<file path="src/rtl/countdown_timer_if.sv">
// Board-side signals of the countdown timer: raw buttons, load switch and value,
// the seven-segment digit and the two status lamps.
interface countdown_timer_if;
    logic       St;
    logic       Stp;
    logic       Ld;
    logic [3:0] SW;
    logic [7:0] HD1;
    logic       Run;
    logic       Done;

    modport master (output St, Stp, Ld, SW, input HD1, Run, Done);
    modport slave  (input St, Stp, Ld, SW, output HD1, Run, Done);
endinterface

</file>
<file path="src/rtl/countdown_timer.sv">
// Single-digit countdown timer: conditions raw buttons and load switch, counts down
// once per divided tick, and drives an active-low seven-segment digit.
module countdown_timer #(
    parameter int CLK_DIV   = 50000000,
    parameter int START_VAL = 9
) (
    input logic              Clk,
    input logic              R,
    countdown_timer_if.slave bus
);

    localparam int              DIV_W     = $clog2(CLK_DIV);
    localparam logic [DIV_W-1:0] DIV_LAST = DIV_W'(CLK_DIV - 1);
    localparam logic [3:0]      START_CNT = 4'(START_VAL);

    typedef enum logic [1:0] {
        IDLE  = 2'd0,
        RUN   = 2'd1,
        PAUSE = 2'd2,
        DONE  = 2'd3
    } state_t;

    logic [1:0]       r_stSync;
    logic [1:0]       r_stpSync;
    logic [1:0]       r_ldSync;
    logic             r_stHist;
    logic             r_stpHist;
    logic             r_ldHist;

    state_t           r_state;
    logic [3:0]       r_cnt;
    logic [3:0]       r_loadVal;
    logic [DIV_W-1:0] r_div;
    logic [7:0]       r_hd1;
    logic             r_run;
    logic             r_done;

    logic             w_startEv;
    logic             w_stopEv;
    logic             w_ldEv;
    logic             w_tick;
    logic [3:0]       w_swClamp;

    // Active-low segment codes {dp,g,f,e,d,c,b,a}; dp is lit when requested.
    function automatic logic [7:0] segCode(input logic [3:0] cnt, input logic dp);
        logic [7:0] code;
        case (cnt)
            4'd0:    code = 8'hC0;
            4'd1:    code = 8'hF9;
            4'd2:    code = 8'hA4;
            4'd3:    code = 8'hB0;
            4'd4:    code = 8'h99;
            4'd5:    code = 8'h92;
            4'd6:    code = 8'h82;
            4'd7:    code = 8'hF8;
            4'd8:    code = 8'h80;
            4'd9:    code = 8'h90;
            default: code = 8'hFF;
        endcase
        if (dp) begin
            code[7] = 1'b0;
        end
        return code;
    endfunction

    // Reset parks the synchronizers at the released level so no spurious edge follows.
    always_ff @(posedge Clk) begin
        if (R) begin
            r_stSync  <= 2'b11;
            r_stpSync <= 2'b11;
            r_ldSync  <= 2'b00;
            r_stHist  <= 1'b1;
            r_stpHist <= 1'b1;
            r_ldHist  <= 1'b0;
        end else begin
            r_stSync  <= {r_stSync[0], bus.St};
            r_stpSync <= {r_stpSync[0], bus.Stp};
            r_ldSync  <= {r_ldSync[0], bus.Ld};
            r_stHist  <= r_stSync[1];
            r_stpHist <= r_stpSync[1];
            r_ldHist  <= r_ldSync[1];
        end
    end

    assign w_startEv = r_stHist & ~r_stSync[1];
    assign w_stopEv  = r_stpHist & ~r_stpSync[1];
    assign w_ldEv    = ~r_ldHist & r_ldSync[1];
    assign w_tick    = (r_state == RUN) && (r_div == DIV_LAST);
    assign w_swClamp = (bus.SW > 4'd9) ? 4'd9 : bus.SW;

    // Outputs lag state/cnt by one edge; stop beats tick and start, load beats both.
    always_ff @(posedge Clk) begin
        if (R) begin
            r_state   <= IDLE;
            r_cnt     <= START_CNT;
            r_loadVal <= START_CNT;
            r_div     <= '0;
            r_run     <= 1'b0;
            r_done    <= 1'b0;
            r_hd1     <= segCode(START_CNT, 1'b0);
        end else begin
            r_run  <= (r_state == RUN);
            r_done <= (r_state == DONE);
            r_hd1  <= segCode(r_cnt, r_state == DONE);

            if (r_state == RUN) begin
                r_div <= w_tick ? '0 : r_div + 1'b1;
            end

            case (r_state)
                IDLE: begin
                    if (w_ldEv) begin
                        r_cnt     <= w_swClamp;
                        r_loadVal <= w_swClamp;
                    end else if (w_startEv && (r_cnt != 4'd0)) begin
                        r_state <= RUN;
                        r_div   <= '0;
                    end
                end
                RUN: begin
                    if (w_stopEv) begin
                        r_state <= PAUSE;
                    end else if (w_tick) begin
                        if (r_cnt == 4'd1) begin
                            r_cnt   <= 4'd0;
                            r_state <= DONE;
                        end else begin
                            r_cnt <= r_cnt - 1'b1;
                        end
                    end
                end
                PAUSE: begin
                    if (w_stopEv) begin
                        r_state <= IDLE;
                        r_cnt   <= r_loadVal;
                    end else if (w_startEv) begin
                        r_state <= RUN;
                    end
                end
                DONE: begin
                    if (w_ldEv) begin
                        r_cnt     <= w_swClamp;
                        r_loadVal <= w_swClamp;
                        r_state   <= IDLE;
                    end
                end
                default: r_state <= IDLE;
            endcase
        end
    end

    assign bus.HD1  = r_hd1;
    assign bus.Run  = r_run;
    assign bus.Done = r_done;

endmodule

</file>
<file path="src/flat_wrapper.sv">
// flat-port wrapper written by rule: the top's interface ports become plain ports
module countdown_timer_flat 
#(
    parameter int CLK_DIV   = 50000000,
    parameter int START_VAL = 9
)
  (Clk, R, bus_St, bus_Stp, bus_Ld, bus_SW, bus_HD1, bus_Run, bus_Done);
  countdown_timer_if bus_i ();
  input logic Clk;
  input logic R;
  input wire logic [$bits(bus_i.St)-1:0] bus_St;
  input wire logic [$bits(bus_i.Stp)-1:0] bus_Stp;
  input wire logic [$bits(bus_i.Ld)-1:0] bus_Ld;
  input wire logic [$bits(bus_i.SW)-1:0] bus_SW;
  output wire logic [$bits(bus_i.HD1)-1:0] bus_HD1;
  output wire logic [$bits(bus_i.Run)-1:0] bus_Run;
  output wire logic [$bits(bus_i.Done)-1:0] bus_Done;
  assign bus_i.St = bus_St;
  assign bus_i.Stp = bus_Stp;
  assign bus_i.Ld = bus_Ld;
  assign bus_i.SW = bus_SW;
  assign bus_HD1 = bus_i.HD1;
  assign bus_Run = bus_i.Run;
  assign bus_Done = bus_i.Done;
  countdown_timer #(.CLK_DIV(CLK_DIV), .START_VAL(START_VAL)) u_core (.Clk(Clk), .R(R), .bus(bus_i));
endmodule
</file>
<file path="config.mk">
export PLATFORM = sky130hd
export DESIGN_NAME = countdown_timer_flat
export DESIGN_NICKNAME = d
export VERILOG_FILES = /design/src/rtl/countdown_timer_if.sv /design/src/rtl/countdown_timer.sv /design/src/flat_wrapper.sv
export SDC_FILE = /design/constraint.sdc
export NUM_CORES = 1
export LEC_CHECK = 0
export ABC_AREA = 1
export CORE_ASPECT_RATIO = 0.9
export CORE_MARGIN = 1.5
export CORE_UTILIZATION = 55
export DETAILED_ROUTE_END_ITERATION = 7
export GPL_TIMING_DRIVEN = 0
export HOLD_SLACK_MARGIN = 0.15
export PLACE_DENSITY = 0.75
export SETUP_SLACK_MARGIN = 0.2
export SLEW_MARGIN = 20
export SYNTH_ARGS = -nofsm -noshare
export SYNTH_HDL_FRONTEND = slang
export SYNTH_SLANG_ARGS = --single-unit
</file>
<file path="constraint.sdc">
create_clock -name Clk -period 2.94 [get_ports Clk]
set_clock_uncertainty 0.1 [all_clocks]
set_input_delay 0.441 -clock Clk [delete_from_list [all_inputs] [get_ports Clk]]
set_output_delay 0.441 -clock Clk [all_outputs]
set_load 0.02 [all_outputs]
</file>
; Word level (Yosys, flattened, before mapping)
; Memories as Yosys holds them, arrays and structs flattened. A register that Yosys moved wholly into a read port is not among the register bits.
; Cells that the tools add are included.
[totals]
in_bits = 9
ff_bits = 55
mem_bits_rw = 0
latchBits = 0
rom_bits = 112
out_inout_bits = 10
n_memories = 1
[memory_table]
columns = name, depth, width, read_ports, rd_clocked_by_memory_dff, write_ports, line_no
row1 = (no name shown), 16, 7, 1, 1, 0, countdown_timer.sv:47  ; case (cnt)
[classes]
n_lt_le_gt_ge = 1
multipliers = 0
shifts = 0
n_div = 0
n_reduce_logical = 8
bitwise = 6
n_mux = 22
add_sub_neg = 2
n_eq_ne = 15
[ops]
columns = op, count
row1 = $mux W26, 5
row2 = $add A26 B1 Y26 const B, 1
row3 = $eq A26 B26 Y1 const B, 1
row4 = $mux W4, 6
row5 = $mux W2, 8
row6 = $pmux W4 S3, 1
row7 = $ne A2 B1 Y1 const B, 5
row8 = $pmux W2 S4, 1
row9 = $ne A3 B1 Y1 const B, 2
row10 = $reduce_and A6 Y1, 1
row11 = $eq A2 B2 Y1 const B, 2
row12 = $eq A4 B1 Y1 const B, 1
row13 = $gt A4 B4 Y1 const B, 1
row14 = $ne A2 B2 Y1 const B, 2
row15 = $reduce_and A4 Y1, 1
row16 = $reduce_bool A4 Y1, 1
row17 = $sub A4 B1 Y4 const B, 1
row18 = $and A1 B1 Y1, 3
row19 = $ne A3 B2 Y1 const B, 1
row20 = $not A1 Y1, 3
row21 = $eq A2 B1 Y1 const B, 1
row22 = $logic_and A1 B1 Y1, 2
row23 = $logic_not A2 Y1, 1
row24 = $reduce_and A2 Y1, 1
row25 = 2 further kinds, 2

; Depth between registers and ports, before layout
[logic_depth]
word_depth = 7
mapped_depth = 11
mapped_depth_nobuf = 11

; Worst setup path before layout
; OpenSTA, ideal clock, no wires.
[synth_path]
path_type = flip-flop to flip-flop
from = register u_core.r_state[1]
to = register u_core.r_cnt[0]
path_stages_with_launch = 10
t_required_ns = 2.725
arrival_time_ns = 1.487
setup_slack_ns = 1.238
path_cell_list = dfxtp_1 > inv_1 > ha_1 > buf_6 > inv_2 > o21ai_0 > a21oi_1 > nand2_4 > a21oi_2 > nand2_1
[synth_between]
elab_chain_cells = 4
elab_cells_between_ends = 12
[synth_rtl]
columns = element, line_no
row1 = from (decl), countdown_timer.sv:30  ; state_t r_state;
row2 = from (signal assigned), countdown_timer.sv:94  ; r_state <= IDLE;
row3 = from (signal assigned), countdown_timer.sv:116  ; r_state <= RUN;
row4 = from (signal assigned), countdown_timer.sv:122  ; r_state <= PAUSE;
row5 = "$eq A2 B2 Y1, or another cell as far along", countdown_timer.sv:110  ; case (r_state)
row6 = $reduce_or A2 Y1 (no line) or $logic_and A1 B1 Y1 (tied branches), --
row7 = $ne A2 B1 Y1 (no line), --
row8 = $reduce_and A4 Y1 (no line), --
row9 = to (signal assigned), countdown_timer.sv:113  ; r_cnt <= w_swClamp;
row10 = to (signal assigned), countdown_timer.sv:128  ; r_cnt <= r_cnt - 1'b1;
row11 = to (signal assigned), countdown_timer.sv:135  ; r_cnt <= r_loadVal;
row12 = to (decl), countdown_timer.sv:31  ; logic [3:0] r_cnt;
; Several ways; a longest one is shown, not always the timed one.
; A chain may end at the register's enable or synchronous reset.

; Worst setup path in the final report
; Ends and elaborated chain as after synthesis.

==> impl_metrics.py <==
metrics = {
    "placed_design": {
        "port_buffers": 17,
        "post-place-ws_ns": 0.890,
        "routabilityCongestion": 0.886,
        "post-dp-hpwl_um": 4360,
    },
    "global_route": {
        "grt_pass1_wl_um": 9910,
        "grt_usage_pct": 22.2,
        "use_met1_pct": 26.3,
        "gr-total-overflow": 0,
        "grt_pass1_vias": 2294,
        "grt_max_degree": 18,
        "gr-usage-met3_pct": 4.26,
        "use_met2_pct": 40.2,
        "grt-busiest-layer": "met2",
        "antenna_found_initial": 0,
    },
    "job": {
        "cap_violations": 0,
    },
    "final_layout": {
        "nets": 434,
        "nFillCells": 457,
        "n_antenna_cell": 0,
        "area_growth_pct": 12.5,
        "layout-drive-gt1-share_pct": 8.94,
    },
    "timing": {
        "slew_viol_final": 0,
        "period_minus_slack_ns": 2.02,
        "relSlewSlack_pct": 63.7,
        "finalCritPeriodShare_pct": 68.7,
        "grt_setup_unrepaired": "false",
        "setup_violations": 0,
        "finalSetupTns_ns": 0,
        "hold_violations": 0,
        "fmax_mhz": 495,
        "worst_pin_slew_ns": 0.545,
        "setup_slack_ns": 0.919,
    },
    "route": {
        "drc": 0,
        "vias": 2436,
        "first_pass_iters": 4,
        "drt_wl_total_um": 5680,
        "vias_per_cell": 5.09,
        "wl_per_cell_um": 11.9,
        "drt_iter0_markers": 142,
        "ant_nets": 0,
    },
    "die": {
        "die_y_um": 70.8,
        "die_w_um": 78.3,
        "num_io_pins": 19,
        "dieArea_mm2": 0.00554,
        "coreArea_mm2": 0.00486,
        "start_util_pct": 57.7,
        "rows": 24,
    },
    "setup_path": {
        "cp_max_fo": 10,
        "cp_cell_sequence": "inv_1 -> ha_1 -> buf_6 -> inv_2 -> o21ai_0 -> a21oi_1 -> nand2_4 -> a21oi_2 -> nand2_1",
        "start_kind": "flop",
        "worstPathArrival_ns": 2.14,
        "path_class": "reg -> reg",
        "max_stage_delay_ns": 0.45,
        "worst_path_max_delay_cell": "a21oi_1",
        "cp.buffers_inverters": 3,
        "endpoint_kind": "flop",
        "required_ns": 3.06,
        "crit_family": "compound AO/OA/AOI/OAI gates",
    },
    "clocking": {
        "holdBufCountCts": 0,
        "post_cts_buffers": 0,
        "clock_sinks": 55,
        "root_buffer": "clkbuf_8",
        "cts_tree": "yes",
        "htreeDepth": 2,
        "cts_buffers": 5,
        "clockBufferDepth": 2,
        "cts_resized": 0,
        "clock_latency_ns": 0.31,
        "clk_pin_slew_worst_paths_ns": 0.10,
    },
    "synth": {
        "syn_area_mm2": 0.00281,
        "synth_top_cell_by_area": "dfxtp_1",
        "ys_ff_latch": 55,
        "yosysTopAreaCellShare_pct": 39.2,
        "synthDistinctLibCells": 35,
        "synth_seq_area_share_pct": 39.2,
        "synth_nets": 410,
        "yosysWarnings": 0,
        "synth.area.top_cells": "dfxtp_1 (39%), nand2_1 (11%), nor2_1 (7.2%)",
        "avgSynthCellArea_um2": 7.21,
        "synthCells": 389,
    },
    "power": {
        "p_per_area_mw_per_mm2": 652,
        "vdd_drop_max_uv": 469,
        "p_leak_uw": 0.00130,
    },
    "hold_path": {
        "holdCritPathClass": "reg -> reg",
    },
    "run_status": {
        "status": "finished, final reports clean",
    },
}
## Yosys cell counts (all sizes together)
master and instances:
a21boi 1, a21oi 17, a22oi 1, a31oi 2, and3 1, buf 5
clkbuf 2, dfxtp 55, ha 12, inv 56, nand2 87, nand3 33
nand3b 2, nand4 7, nor2 61, nor3 9, nor3b 1, nor4 2
o211ai 4, o21ai 8, o21bai 1, o22ai 1, o31ai 2, or2 5
xnor2 2, xor2 12
## cells in the final DEF (no fill, tap or decap), types with 5 or more instances in the layout
master and n:
a21oi_1 16, clkbuf_8 6, clkdlybuf4s50_1 17, dfxtp_1 55, ha_1 12, inv_1 52
nand2_1 80, nand3_1 32, nand4_1 7, nor2_1 54, nor3_1 9, o21ai_0 8
or2_2 5, xor2_1 12
## cell type report
type                            count  area, um^2  area share [%]
Multi-Input combinational cell    271        1450            45.8
Tap cell                           65        81.3            2.58
Timing Repair Buffer               17         170            5.39
Buffer                              7        50.0            1.59
Inverter                           56         210            6.66
Clock buffer                        6        82.6            2.62
Sequential cell                    55        1100            34.9
Clock inverter                      2        16.3           0.515
## routing by layer
layer	part of all wire, %	vias up
met5	0	-
met4	1.1	0
met3	3.4	7
met2	50	41
met1	46	1106
li1	-	1282
## cell families (layout without fill, tap and decap cells)
family	Yosys count	after routing	synth area share, %
AO/OA/AOI/OAI	37	37	7.67
XOR/XNOR	14	14	4.37
AND/OR/NAND/NOR	208	208	34.1
flip-flops	55	55	39.2
buffers and inverters	63	88	9.27
adder cells (fa/ha/maj)	12	12	5.35
## tightest hold or removal path, delay by kind of cell (launching register included)
kind	cells	cell delay, ns
flip-flops	1	0.31
buffers and inverters	1	0.04
AND/OR/NAND/NOR	1	0.03
## report_power, final
group,switching (uW),total (uW),internal (uW)
Clock,256,448,193
Sequential,56.6,884,827
Combinational,444,725,281
Total,757,2060,1300
## registers in the layout (all words and copies together), names as in the netlist
register / count
u_core.r_stSync: 2
u_core.r_stHist: 1
u_core.bus.Run: 1
u_core.r_state: 2
u_core.r_loadVal: 4
u_core.r_stpHist: 1
u_core.r_div: 26
u_core.r_cnt: 4
u_core.r_ldHist: 1
u_core.bus.Done: 1
u_core.r_ldSync: 2
u_core.bus.HD1: 8
u_core.r_stpSync: 2
## per-stage QoR
stage	util, %	cells	power, uW	hold slack (ns)	cell area, um^2
3_5_place_dp	62.9	471	1620	0.293	3060
6_report	64.9	479	2060	0.310	3160
3_3_place_gp	62.9	471	1600	0.289	3060
4_1_cts	64.9	479	2070	0.312	3160
5_1_grt	64.9	479	2200	0.334	3160
2_1_floorplan	-	389	1410	0.288	2810
## worst paths after layout
check,depth (start not counted),startpoint,to,slack (ns)
setup / recovery,9,u_core.r_state[1],u_core.r_cnt[0],0.92
hold / removal,2,u_core.r_ldSync[0],u_core.r_ldSync[1],0.31
setup reg to reg,9,u_core.r_state[1],u_core.r_cnt[0],0.92
hold reg to reg,2,u_core.r_ldSync[0],u_core.r_ldSync[1],0.31
Power figures use the tool's default switching activity.
